===== config.mk =====
export PLATFORM = sky130hd
export DESIGN_NAME = key_event_decoder
export DESIGN_NICKNAME = d
export VERILOG_FILES = /design/src/rtl/key_event_decoder.sv
export SDC_FILE = /design/constraint.sdc
export NUM_CORES = 1
export LEC_CHECK = 0
export BUFFER_PORTS_ARGS = -buffer_cell sky130_fd_sc_hd__buf_2
export CAP_MARGIN = 30
export CORE_MARGIN = 2
export CORE_UTILIZATION = 55
export DETAILED_ROUTE_END_ITERATION = 8
export HOLD_SLACK_MARGIN = 0.02
export PLACE_DENSITY = 0.78
export RECOVER_POWER = 50
export REMOVE_ABC_BUFFERS = 1
export SLEW_MARGIN = 40
export SYNTH_ARGS = -nofsm -noshare
export SYNTH_HDL_FRONTEND = slang
export SYNTH_SLANG_ARGS = --single-unit

===== constraint.sdc =====
create_clock -name clk -period 4.8 [get_ports clk]
set_clock_uncertainty 0.1 [all_clocks]
set_input_delay 0.48 -clock clk [delete_from_list [all_inputs] [get_ports clk]]
set_output_delay 0.48 -clock clk [all_outputs]
set_load 0.005 [all_outputs]

===== src/rtl/key_event_decoder.sv =====
// Turns a debounced key level into one-cycle press/release/long/repeat events,
// plus a held level and a wrapping press counter.
module key_event_decoder #(
    parameter bit          ACTIVE_LOW    = 1'b1,
    parameter int unsigned LONG_CYCLES   = 1000,
    parameter int unsigned REPEAT_CYCLES = 200,
    parameter bit          REPEAT_EN     = 1'b1,
    parameter int unsigned CNT_W         = 16
) (
    input  logic       clk,
    input  logic       rst,
    input  logic       keyin,
    output logic       press_pulse,
    output logic       release_pulse,
    output logic       long_pulse,
    output logic       repeat_pulse,
    output logic       held,
    output logic [7:0] press_count
);

    typedef enum logic [1:0] {StIdle, StPressed, StLong} state_e;

    localparam logic [CNT_W-1:0] LongLast   = CNT_W'(LONG_CYCLES - 1);
    localparam logic [CNT_W-1:0] RepeatLast = CNT_W'(REPEAT_CYCLES - 1);
    localparam logic             KeyIdle    = ACTIVE_LOW;

    state_e           state_q;
    logic             key_q;
    logic [CNT_W-1:0] cnt_q;
    logic             pressed;

    // The FSM only ever looks at the registered key sample.
    assign pressed = (key_q != KeyIdle);

    always_ff @(posedge clk) begin
        if (rst) begin
            state_q       <= StIdle;
            key_q         <= KeyIdle;
            cnt_q         <= '0;
            press_pulse   <= 1'b0;
            release_pulse <= 1'b0;
            long_pulse    <= 1'b0;
            repeat_pulse  <= 1'b0;
            held          <= 1'b0;
            press_count   <= 8'd0;
        end else begin
            key_q         <= keyin;
            press_pulse   <= 1'b0;
            release_pulse <= 1'b0;
            long_pulse    <= 1'b0;
            repeat_pulse  <= 1'b0;
            unique case (state_q)
                StIdle: begin
                    if (pressed) begin
                        state_q     <= StPressed;
                        press_pulse <= 1'b1;
                        press_count <= press_count + 8'd1;
                        cnt_q       <= '0;
                        held        <= 1'b1;
                    end
                end
                StPressed: begin
                    // Release is tested first so it wins over a coincident long event.
                    if (!pressed) begin
                        state_q       <= StIdle;
                        release_pulse <= 1'b1;
                        cnt_q         <= '0;
                        held          <= 1'b0;
                    end else if (cnt_q == LongLast) begin
                        state_q    <= StLong;
                        long_pulse <= 1'b1;
                        cnt_q      <= '0;
                    end else begin
                        cnt_q <= cnt_q + CNT_W'(1);
                    end
                end
                StLong: begin
                    if (!pressed) begin
                        state_q       <= StIdle;
                        release_pulse <= 1'b1;
                        cnt_q         <= '0;
                        held          <= 1'b0;
                    end else if (REPEAT_EN && cnt_q == RepeatLast) begin
                        repeat_pulse <= 1'b1;
                        cnt_q        <= '0;
                    end else if (REPEAT_EN) begin
                        cnt_q <= cnt_q + CNT_W'(1);
                    end else begin
                        cnt_q <= '0;
                    end
                end
                default: begin
                    state_q <= StIdle;
                    cnt_q   <= '0;
                    held    <= 1'b0;
                end
            endcase
        end
    end

endmodule


## Yosys cells after proc, flatten, opt, wreduce, memory -nomap -nowiden

Cells that the tools add are included.

| word-level totals | value |
|---|---|
| bits in registers | 32 |
| input port bits | 3 |
| output and inout port bits | 13 |

| cells by class | value |
|---|---|
| add/subtract/negate cells | 2 |
| equal/unequal tests | 8 |
| mux-type cells | 18 |
| bitwise gates (word level) | 5 |
| reduce and logical (&&, ||, !) cells | 9 |

Operator list:

| kind | number |
|---|---|
| $mux W16 | 5 |
| $pmux W16 S3 | 1 |
| $add A16 B1 Y16 const B | 1 |
| $eq A16 B10 Y1 const B | 1 |
| $eq A16 B8 Y1 const B | 1 |
| $add A8 B1 Y8 const B | 1 |
| $mux W2 | 4 |
| $mux W1 | 6 |
| $pmux W2 S3 | 1 |
| $reduce_or A2 Y1 | 3 |
| $reduce_or A3 Y1 | 2 |
| $not A1 Y1 | 5 |
| $ne A2 B2 Y1 const B | 2 |
| $reduce_and A2 Y1 | 2 |
| $ne A3 B3 Y1 const B | 1 |
| $reduce_and A3 Y1 | 1 |
| $eq A2 B1 Y1 const B | 1 |
| $eq A2 B2 Y1 const B | 1 |
| $logic_not A2 Y1 | 1 |
| $ne A2 B1 Y1 const B | 1 |
| $pmux W1 S2 | 1 |

## Logic depth before layout (Yosys ltp)

Gate-level depths: netlist of run 1.

| depth | value |
|---|---|
| word-level depth | 4 |
| gate-level depth with buffers | 9 |

## Worst setup path before layout of run 1

No wires, ideal clock.

| timing path | value |
|---|---|
| path type | flip-flop to flip-flop |
| from | register cnt_q[1] |
| to | register cnt_q[1] |
| setup time | 0.125 ns |
| data arrival time | 1.828 ns |
| slack | 2.747 ns |
| stages on the path, launching flop included | 9 |
| path buffers | 2 |
| clock period less this slack | 2.053 ns |
| cell sequence | dfxtp_1 ha_1 nor4b_1 a31oi_1 o31a_1 buf_6 buf_6 a22oi_4 nor2_2 |

| between the ends | value |
|---|---|
| cells in the longest elaborated chain, start to end | 4 |
| elaborated cells on any way between the ends | 8 |
| classes of those cells | add/sub (1); eq/ne (2); mux (5) |

Ends and longest elaborated chain:

| element | line | text |
|---|---|---|
| start: declaration | 29 | `logic [CNT_W-1:0] cnt_q;` |
| start signal: assignment | 74 | `cnt_q <= cnt_q + CNT_W'(1);` |
| start signal: assignment | 87 | `cnt_q <= cnt_q + CNT_W'(1);` |
| $add A16 B1 Y16 (tied with other cells) | 74, 87 |  |
| $mux W16, on equally long branches | 83, 69 |  |
| $mux W16, on equally long branches | 78, 64 |  |
| $pmux W16 S3 * | 52 | `unique case (state_q)` |

Every way passes the cells marked *; elsewhere a longest branch is shown, timed or not.
A chain may end at the register's enable or synchronous reset.

## Final worst setup path of run 1

| timing path | value |
|---|---|
| from | register state_q[0] |
| to | register cnt_q[7] |

| between the ends | value |
|---|---|
| cells in the longest elaborated chain, start to end | 2 |
| elaborated cells on any way between the ends | 5 |
| classes of those cells | eq/ne (3); mux (1); reduce/logical (1) |

Ends and longest elaborated chain:

| element | line | text |
|---|---|---|
| start: declaration | 27 | `state_e state_q;` |
| start signal: assignment | 37 | `state_q <= StIdle;` |
| start signal: assignment | 55 | `state_q <= StPressed;` |
| start signal: assignment | 65 | `state_q <= StIdle;` |
| $eq A2 B2 Y1 (tied with other cells) | 52 |  |
| $pmux W16 S3 or $ne A2 B2 Y1 (tied branches) | - |  |

Several ways; a longest one is shown, not always the timed one.

==> results of run 1 <==
layout make-up:
| class | instances | area, µm² |
|---|---|---|
| clock inverters | 3 | 42.5 |
| repair buffers | 15 | 67.6 |
| inverters | 3 | 11.3 |
| clock buffers | 5 | 37.5 |
| well taps | 31 | 38.8 |
| fillers | 254 | 1030 |
| flip-flops and latches | 32 | 641 |
| multi-input cells | 146 | 915 |
flip-flops by register name, summed over array words and instances (netlist names):
signal / cells
cnt_q: 16
long_pulse: 1
release_pulse: 1
press_pulse: 1
key_q: 1
state_q: 2
held: 1
repeat_pulse: 1
press_count: 8
kinds of logic (layout without fill, tap and decap cells):
family	count (synthesis)	count (layout)	share of synthesized area
AO/OA/AOI/OAI	24	24	0.112
XOR/XNOR	11	11	0.0592
adder cells (fa/ha/maj)	6	6	0.0461
buffers and inverters	13	26	0.0446
flip-flops	32	32	0.394
multiplexers	2	2	0.0123
AND/OR/NAND/NOR	103	103	0.332
path summary, 6_finish.rpt:
kind              end  slack, ps  cells past startpoint        from
max          cnt_q[7]       2300                      7  state_q[0]
min             key_q        200                      2       keyin
max reg2reg  cnt_q[7]       2300                      7  state_q[0]
min reg2reg      held        400                      2        held
report_power, final:
part	total (mW)	leakage (nW)	internal (mW)	switching [mW]
Combinational	0.0302	0.339	0.0109	0.0193
Clock	0.203	0.0412	0.109	0.0949
Sequential	0.272	0.259	0.269	0.00314
metrics by stage:
| stage | cell area [µm²] | std cells |
|---|---|---|
| floorplan | 1570 | 181 |
| global placement | 1680 | 227 |
| detailed placement | 1680 | 227 |
| CTS | 1760 | 235 |
| global route | 1750 | 235 |
| finish | 1750 | 235 |
synthesized netlist by cell type, drive strengths merged, types with 2 or more instances:
cell    count
o21bai      2
nand4       3
o31a        2
inv         3
xnor2       5
xor2        6
nor2b       4
nor2       21
ha          6
o21ai       2
and4        2
buf         4
mux2i       2
nand3      19
a21oi       3
and3        6
nor3        2
nor4        5
nand3b      2
nand2      22
a31oi      10
dfxtp      32
clkbuf      6
nor4b       2
and2        3
or3b        4
nand2b      4
metal layers:
metal | part of all wire | wire, µm | vias up | track usage
met5 | 0 | 0 | - | 0
met4 | 0.012 | 38 | 0 | 0.0897
met1 | 0.48 | 1520 | 653 | 0.273
met3 | 0.038 | 123 | 7 | 0.0747
li1 | - | - | 698 | -
met2 | 0.47 | 1510 | 22 | 0.326
critical path, cell delays in order (launching register included):
cell and delay (ps):
dfxtp_1 330, inv_1 120, ha_1 220, and2b_1 200, o41a_1 160, o31a_1 630, or4b_1 490, a31oi_1 160
==> impl_results.md, run 1 <==
* Max Clock Freq at 400 MHz
* Top cells by area, synth: dfxtp_1 39%, nand3_1 5.8%, nand2_1 5.1%
* Hold WC Path Type: in2reg
* Clock transition at path regs at roughly 110 ps
* Number of flops mapped to enable cells by yosys at 0
* Starting Density at 0.585
* Sequential area share after synthesis at 0.394
* Antenna viol nets, final at 0
* Setup WS pre-CTS at around 2400 ps
* Htree depth at 2
* Full die area at between 3000 and 4000 µm²
* Clock tree buffer depth at 2
* Relative slew margins at 0.213
* # Max-Cap Violations at 0
* Largest net degree at the start of global routing at 30
* CTS sink cnt at 32
* Setup TNS at 0 ps
* Rows at 19
* DR vias/cell at 5.87
* Postcts setup bufs at 0
* Number of global-route vias before repair at ~1200
* Status: complete, no violations
* Placer congestion estimate at slightly below 0.9
* FF+latch count, synth at 32
* Vias at around 1400
* Final WL at between 3 and 4 mm
* Final nets at 212
* Initial antenna violation count at 0
* Iteration-0 DRC Markers at 45
* Grt ovf at 0
* Residual DRC count at 0
* Cells after Synth at 191
* Routed WL per cell at 13.6 µm
* Commonest non-fill, non-tap cells in the layout: 32 x dfxtp_1, 22 x nand2_1, 20 x nor2_1
* Setup CP Type: reg2reg
* Crit path arrival time at between 2000 and 3000 ps
* Type of origin of the critical path: flop
* Die Ht at about 58 µm
* First drt pass iteration count at 4
* Synth top area share at 0.394
* Hold slack at roughly 200 ps
* Aggregate global-route resource usage at 0.213
* CTS tree: built
* Area delta synth->final at 7.69%
* Commonest non-fill, non-tap cell in the layout: dfxtp_1
* Required @ worst endpoint at between 4000 and 5000 ps
* Synth warnings at 0
* Post-Syn Area at between 1500 and 2000 µm²
* Hold-fix buffers, CTS at 0
* Final min period at about 2500 ps
* I/O pin total at 16
* Total CTS buffers at 5
* Final hold vios at 0
* CTS root buf: clkbuf_4
* Global-route wire length before repair at around 5.6 mm
* PD cells at between 200 and 300 nW/µm²
* Peak supply drop at 0.000291 V
* Antenna Cells at 0
* Avg Cell Area, Syn at around 8.5 µm²
* Synth area leader: dfxtp_1
* Netlist cell types at 40
* Layout cells sized above 1 at 0.108
* Setup violation total in the final timing report at 0
* Worst-Skew Late Latency at between 300 and 400 ps
* Final core occ at 0.630
* Core area at 2780 µm²
* Final Power at between 0.5 and 0.6 mW
* Die Span X at slightly below 60 µm
* Max FO, Critical Path at 21
* RSZ-0062 raised after global routing: false
* HPWL Detailed at around 2.3 mm
* Asr flop ratio synth at 0
* Buffers added on ports at 15
* P_leak at between 0.6 and 0.7 nW
* Pins over their slew limit at 0
* Worst-margin pin slew at between 1000 and 1500 ps
* Final setup margin at 2300 ps
* Setup crit end kind: flop
* Top FF cell, synth: dfxtp_1
* Period Utilization, post-route at 0.521
* Post-CTS sizing at 0
Power figures use the tool's default switching activity.
==> inputs of run 2 (changes only) <==
--- a/config.mk
+++ b/config.mk
@@ -5,6 +5,7 @@
 export SDC_FILE = /design/constraint.sdc
 export NUM_CORES = 1
 export LEC_CHECK = 0
+export ABC_AREA = 1
 export BUFFER_PORTS_ARGS = -buffer_cell sky130_fd_sc_hd__buf_2
 export CAP_MARGIN = 30
 export CORE_MARGIN = 2
==> constraint.sdc (replaced) <==
create_clock -name clk -period 2.4 [get_ports clk]
set_clock_uncertainty 0.1 [all_clocks]
set_input_delay 0.24 -clock clk [delete_from_list [all_inputs] [get_ports clk]]
set_output_delay 0.24 -clock clk [all_outputs]
set_load 0.005 [all_outputs]
==> run 2 against run 1 <==
Effect of this change: fmax up 34%; clock-buffer cell count is 2 higher; clock power grew 65%; sequential share of layout area decreased by 2.2 points; first-iteration DRC count increased by 84%; synthesized cell count increased by 22%; hold slack got worse by 24 ps; non-clock buffer count is 1 higher; critical endpoint is now press_count[6]; largest power group unchanged.
==> impl_results.md, run 2 <==
* Status: complete, no violations
* Buffers added on ports at 15 (unchanged)
* Peak supply drop at 0.000308 V (+6.0%)
* Starting Density at 0.567 (-0.0186)
* Switching portion of total power at 0.240 (+0.00838)
* P_sw at 0.231 mW (+97%)
* Final Power at 0.961 mW (+90%)
* FF-to-FF setup slack at 540 ps (-1770 ps)
* Synth warnings at 0 (unchanged)
* Critical R2R Launch: state_q[0]
* Fin area at 1860 µm² (+6.3%)
* Final setup margin at 535 ps (-1770 ps)
* Setup CP Type: reg2reg
* Hold WC Path Type: in2reg
* Setup violation total in the final timing report at 0 (unchanged)
* Placed cell areas at 1800 µm² (+7.1%)
* Cells after Synth at 233 (+22%)
* PD cells at 516 nW/µm² (+79%)
* Depth of the most critical reg-to-reg path at 9 (+2)
* Full die area at 3550 µm² (+4.2%)
* Crit path arrival time at 1970 ps (-690 ps)
* Largest net degree at the start of global routing at 19 (-37%)
* P_leak at 0.720 nW (+13%)
* Total CTS buffers at 5 (unchanged)
* Post-CTS sizing at 0 (unchanged)
* Final nets at 261 (+23%)
* FF+latch count, synth at 32 (unchanged)
* Antenna Cells at 0 (unchanged)
* Setup WS pre-CTS at 682 ps (-1680 ps)
* Aggregate global-route resource usage at 0.205 (-0.00784)
* Top cells by area, synth: dfxtp_1 38%, nand2_1 9.3%, nor2_1 7.5%
* # Max-Cap Violations at 0 (unchanged)
* Die Span X at 59.6 µm (+2.1%)
* Pins over their slew limit at 0 (unchanged)
* Fillers at 288 (+13%)
* Avg Cell Area, Syn at 7.30 µm² (-14%)
* Top FF cell, synth: dfxtp_1
* Worst-Skew Late Latency at 330 ps (-20 ps)
* Type of origin of the critical path: flop
* Count leader, synth: nand2_1
* Global-route wire length before repair at 5.49 mm (-1.8%)
* Number of flops mapped to enable cells by yosys at 0 (unchanged)
* Reg2reg end: press_count[6]
* Final hold vios at 0 (unchanged)
* First drt pass iteration count at 4 (unchanged)
* Core area at 3000 µm² (+8.0%)
* Max FO, Critical Path at 5 (-76%)
* Commonest non-fill, non-tap cell in the layout: nand2_1
* Initial antenna violation count at 0 (unchanged)
* Antenna viol nets, final at 0 (unchanged)
* P_int at 0.730 mW (+88%)
* Number of global-route vias before repair at 1295 (+4.2%)
* Hold path depth at 2 (unchanged)
* Setup TNS at 0 ps (unchanged)
* Vias at 1500 (+8.7%)
* Postcts setup bufs at 0 (unchanged)
* Clock tree buffer depth at 2 (unchanged)
* Hold-fix buffers, CTS at 1 (+1)
* Largest registers: cnt_q: 16 flops, press_count: 8 flops, state_q: 2 flops
* Htree depth at 2 (unchanged)
* Sequential area share after synthesis at 0.376 (-0.0171)
* Residual DRC count at 0 (unchanged)
* Final min period at 1860 ps (-635 ps)
* Synth area leader: dfxtp_1
* I/O pin total at 16 (unchanged)
* Period Utilization, post-route at 0.777 (+0.256)
* DR vias/cell at 5.26 (-10%)
* Worst-margin pin slew at 465 ps (-715 ps)
* Top reg by flops: cnt_q
* Clock transition at path regs at 90 ps (-20 ps)
* Die Ht at 59.6 µm (+2.1%)
* Asr flop ratio synth at 0 (unchanged)
* Commonest non-fill, non-tap cells in the layout: 42 x nand2_1, 35 x nor2_1, 32 x dfxtp_1
* Synth top cells by count: 42 x nand2_1, 34 x nor2_1, 32 x dfxtp_1, 21 x inv_1, 20 x nand3_1
* Layout cells sized above 1 at 0.190 (+0.0826)
* HPWL Detailed at 2.40 mm (+6.2%)
* CTS root buf: clkbuf_4
* CTS tree: built
* Required @ worst endpoint at 2510 ps (-2450 ps)
* CTS sink cnt at 32 (unchanged)
* Comb pwr share at 0.083 (+0.023)
* Area delta synth->final at 9.49%
* Max Clock Freq at 536 MHz (+34%)
* Placer congestion estimate at 0.856 (-2.3%)
* Setup crit end kind: flop
* Iteration-0 DRC Markers at 83 (+84%)
* Post-Syn Area at 1700 µm² (+4.5%)
* Grt ovf at 0 (unchanged)
* Clock Power Share at 0.349 (-0.053)
* WHS Endpoint: press_pulse
* Min-delay src: rst
* Seq pwr share at 0.568 (+0.030)
* Netlist cell types at 29 (-28%)
* Synth top area share at 0.376 (-0.0171)
* Relative slew margins at 0.689 (+0.476)
* Routed WL per cell at 11.1 µm (-19%)
* Final WL at 3.15 mm (-1.5%)
* Max reg flops at 16 (unchanged)
* Rows at 20 (+1)
* RSZ-0062 raised after global routing: false
run 2: cell types whose count changed in the layout (fill, tap and decap cells not counted), moves of 9 or more:
cell and delta:
nor2_1 +15, a31oi_1 -9, nor2_2 +12, nand2_1 +20, a21oi_1 +10, inv_1 +18
run 2: cell families after synthesis:
group / Yosys count / share of synthesized area
AOI/OAI and AO/OA: 22 / 0.0699
and+or+nand+nor: 136 / 0.399
xor gates and xnor gates: 9 / 0.0463
adders and majority gates: 6 / 0.0441
DFF: 32 / 0.376
buffers and inverters: 28 / 0.0640
run 2: area by class of cell:
cell class	count	area [µm²]	share of cell area
clock buffers	7	65.1	0.0349
repair buffers	16	80.1	0.0430
well taps	33	41.3	0.0222
multi-input cells	173	945	0.507
inverters	24	91.3	0.0490
flip-flops and latches	32	641	0.344
run 2: metrics by stage:
stage	util	hold slack [ps]	cells
2_1_floorplan	-	209	229
3_3_place_gp	0.600	324	277
3_5_place_dp	0.600	327	277
4_1_cts	0.625	167	285
5_1_grt	0.620	197	285
6_report	0.620	180	285
run 2: worst max path at each step:
stage                from              to  slack, ps  cells past startpoint
2_1_floorplan  state_q[0]  press_count[7]        860                     11
3_3_place_gp   state_q[0]  press_count[6]        700                      9
3_5_place_dp   state_q[0]  press_count[6]        680                      9
4_1_cts        state_q[0]  press_count[6]        670                      9
5_1_grt        state_q[0]  press_count[6]        310                      9
6_report       state_q[0]  press_count[6]        540                      9
run 2: critical path, stage by stage, from the launching register on:
cell and delay (ps):
dfxtp_1 340, inv_1 80, ha_1 240, inv_1 60
nor2_1 250, nand2_1 140, nor2_1 190, nand2_1 100
nor3b_1 180, nor3_1 60
run 2: power groups by stage:
| stage | Combinational, mW | Sequential [mW] | Clock [mW] |
|---|---|---|---|
| 6_report | 0.0795 | 0.546 | 0.335 |
| 4_1_cts | 0.0823 | 0.547 | 0.345 |
| 5_1_grt | 0.0894 | 0.548 | 0.360 |
| 2_1_floorplan | 0.0580 | 0.559 | 0 |
| 3_3_place_gp | 0.0800 | 0.559 | 0 |
| 3_5_place_dp | 0.0808 | 0.559 | 0 |
run 2: metal layers:
| layer | wire length (µm) | track usage |
|---|---|---|
| met4 | 50 | 0.0794 |
| met3 | 125 | 0.0546 |
| met2 | 1470 | 0.330 |
| met5 | 0 | 0 |
| met1 | 1500 | 0.262 |
==> inputs of run 3 (changes only) <==
==> constraint.sdc (replaced) <==
create_clock -name clk -period 1.8 [get_ports clk]
set_clock_uncertainty 0.1 [all_clocks]
set_input_delay 0.18 -clock clk [delete_from_list [all_inputs] [get_ports clk]]
set_output_delay 0.18 -clock clk [all_outputs]
set_load 0.005 [all_outputs]
==> run 3 against run 2 <==
Effect of this change: via count decreased by 2.3%; die area did not move; non-clock buffer count grew 2; sequential share of layout area decreased by 0.63 points; setup slack got worse by 370 ps; largest cell class unchanged; combinational power is 51% higher; critical path type unchanged; largest power group unchanged; global-route usage is 0.35 points higher; wire length grew 5.6%; critical path depth is 2 higher; cell count grew 0.70%; highest routed layer unchanged.
==> impl_results.md, run 3 (same netlist as run 2, synthesis figures left out) <==
* Aggregate global-route resource usage at 0.209 (+0.00354)
* Placer congestion estimate at 0.898 (+4.9%)
* # Max-Cap Violations at 0 (unchanged)
* First drt pass iteration count at 4 (unchanged)
* Metal-1 WL at 1.56 mm (+4.0%)
* RSZ-0062 raised after global routing: false
* Setup CP Type: reg2reg
* Antenna viol nets, final at 0 (unchanged)
* Buffers added on ports at 15 (unchanged)
* P_leak at 0.724 nW (+0.58%)
* Type of origin of the critical path: flop
* Max Used Layer: met4
* Commonest non-fill, non-tap cell in the layout: nand2_1
* Max Clock Freq at 611 MHz (+14%)
* Final WL at 3.33 mm (+5.6%)
* Total CTS buffers at 5 (unchanged)
* Max FO, Critical Path at 5 (unchanged)
* Core area at 3000 µm² (unchanged)
* Period Utilization, post-route at 0.909 (+0.132)
* FF-to-FF setup slack at 160 ps (-370 ps)
* Final Instance Count excl. Fillers at 287 (+0.70%)
* Status: complete, no violations
* Initial antenna violation count at 0 (unchanged)
* Largest registers: cnt_q: 16 flops, press_count: 8 flops, state_q: 2 flops
* Area delta synth->final at 11.5%
* Clock transition at path regs at 90 ps (about the same)
* Required @ worst endpoint at 1930 ps (-580 ps)
* Crit path arrival time at 1760 ps (-210 ps)
* Final Power at 1.30 mW (+35%)
* CTS root buf: clkbuf_4
* Worst-Skew Late Latency at 330 ps (about the same)
* Max reg flops at 16 (unchanged)
* Setup crit end kind: flop
* Setup violation total in the final timing report at 0 (unchanged)
* Die Span X at 59.6 µm (unchanged)
* Rows at 20 (unchanged)
* Antenna Cells at 0 (unchanged)
* Peak supply drop at 0.000500 V (+62%)
* Full die area at 3550 µm² (unchanged)
* Hold WC Path Type: in2reg
* Setup TNS at 0 ps (unchanged)
* Layout cells sized above 1 at 0.201 (+0.0103)
* HPWL Detailed at 2.50 mm (+3.9%)
* Clock tree buffer depth at 2 (unchanged)
* DR vias/cell at 5.10 (-3.0%)
* Residual DRC count at 0 (unchanged)
* Fillers at 283 (-1.7%)
* CTS tree: built
* Critical-path top delay cell: dfxtp_1
* Worst-margin pin slew at 488 ps (+22.8 ps)
* Grt ovf at 0 (unchanged)
* Worst path buffer plus inverter count at 2 (unchanged)
* PD cells at 683 nW/µm² (+32%)
* Routed WL per cell at 11.6 µm (+4.9%)
* Vias at 1465 (-2.3%)
* Hold slack at 117 ps (-62.6 ps)
* Placed insts at 279 (+0.72%)
* Routed wl met2 at 1.58 mm (+7.7%)
* CP peak stage delay at 340 ps (about the same)
* CTS sink cnt at 32 (unchanged)
* I/O pin total at 16 (unchanged)
* Relative slew margins at 0.674 (-0.0152)
* Pins over their slew limit at 0 (unchanged)
* Starting Density at 0.567 (unchanged)
* Global-route wire length before repair at 5.47 mm (-0.38%)
* Number of global-route vias before repair at 1272 (-1.8%)
* Final hold vios at 0 (unchanged)
* Met3 wire length at 137 µm (+9.6%)
* Commonest non-fill, non-tap cells in the layout: 42 x nand2_1, 33 x nor2_1, 32 x dfxtp_1
* Final min period at 1640 ps (-228 ps)
* Top reg by flops: cnt_q
* Worst path top cell family by delay: simple AND/OR/NAND/NOR gates
* Htree depth at 2 (unchanged)
* Largest net degree at the start of global routing at 19 (unchanged)
* Die Ht at 59.6 µm (unchanged)
* Iteration-0 DRC Markers at 91 (+9.6%)
* Final nets at 263 (+0.77%)
* CP Cell Sequence: inv_1 > ha_4 > inv_1 > nor2_4 > nand2_2 > nor2_4 > nand2_1 > nor2_2 > nand2_1 > o21ai_1 > a21oi_1
run 3: what timing repair did:
action | 4_1_cts | 5_1_grt
resized for setup | 0 | 3
hold buffers | 1 | 0
buffers inserted | 0 | 0
endpoints found under the setup margin | 0 | 3
endpoints found under the hold margin | 1 | 0
run 3: worst register-to-register path: cells and delay by family, from the launching register on:
kind / cells / cell delay, ps
AND/OR/NAND/NOR: 6 / 560
adder cells (fa/ha/maj): 1 / 180
AO/OA/AOI/OAI: 2 / 170
flip-flops: 1 / 340
buffers and inverters: 2 / 180
run 3: final timing paths:
| kind | from | endpoint | cells after the start |
|---|---|---|---|
| max | state_q[0] | press_count[7] | 11 |
| min | rst | press_pulse | 2 |
| max reg2reg | state_q[0] | press_count[7] | 11 |
| min reg2reg | press_count[7] | press_count[7] | 2 |
run 3: layout make-up:
cell class,count,area [µm²],share of cell area
Clock buffer,7,65.1,0.0343
Inverter,24,91.3,0.0481
Multi-Input combinational cell,173,967,0.510
Sequential cell,32,641,0.338
Tap cell,33,41.3,0.0218
Timing Repair Buffer,18,92.6,0.0488
run 3: power breakdown:
part | switching, mW | internal (mW)
sequential | 0.00992 | 0.719
combinational | 0.0774 | 0.0422
clock | 0.226 | 0.221
run 3: stage by stage:
stage          cell area [µm²]  setup slack, ps   util
2_1_floorplan             1680              256      -
5_1_grt                   1900             3.34  0.632
3_5_place_dp              1820             50.5  0.605
6_report                  1900              163  0.632
3_3_place_gp              1820              102  0.605
4_1_cts                   1890             30.4  0.630
run 3: layer usage:
layer | track usage | up-vias
met2 | 0.339 | 33
li1 | - | 787
met3 | 0.0590 | 4
met1 | 0.260 | 641
met4 | 0.0857 | 0
met5 | 0 | -
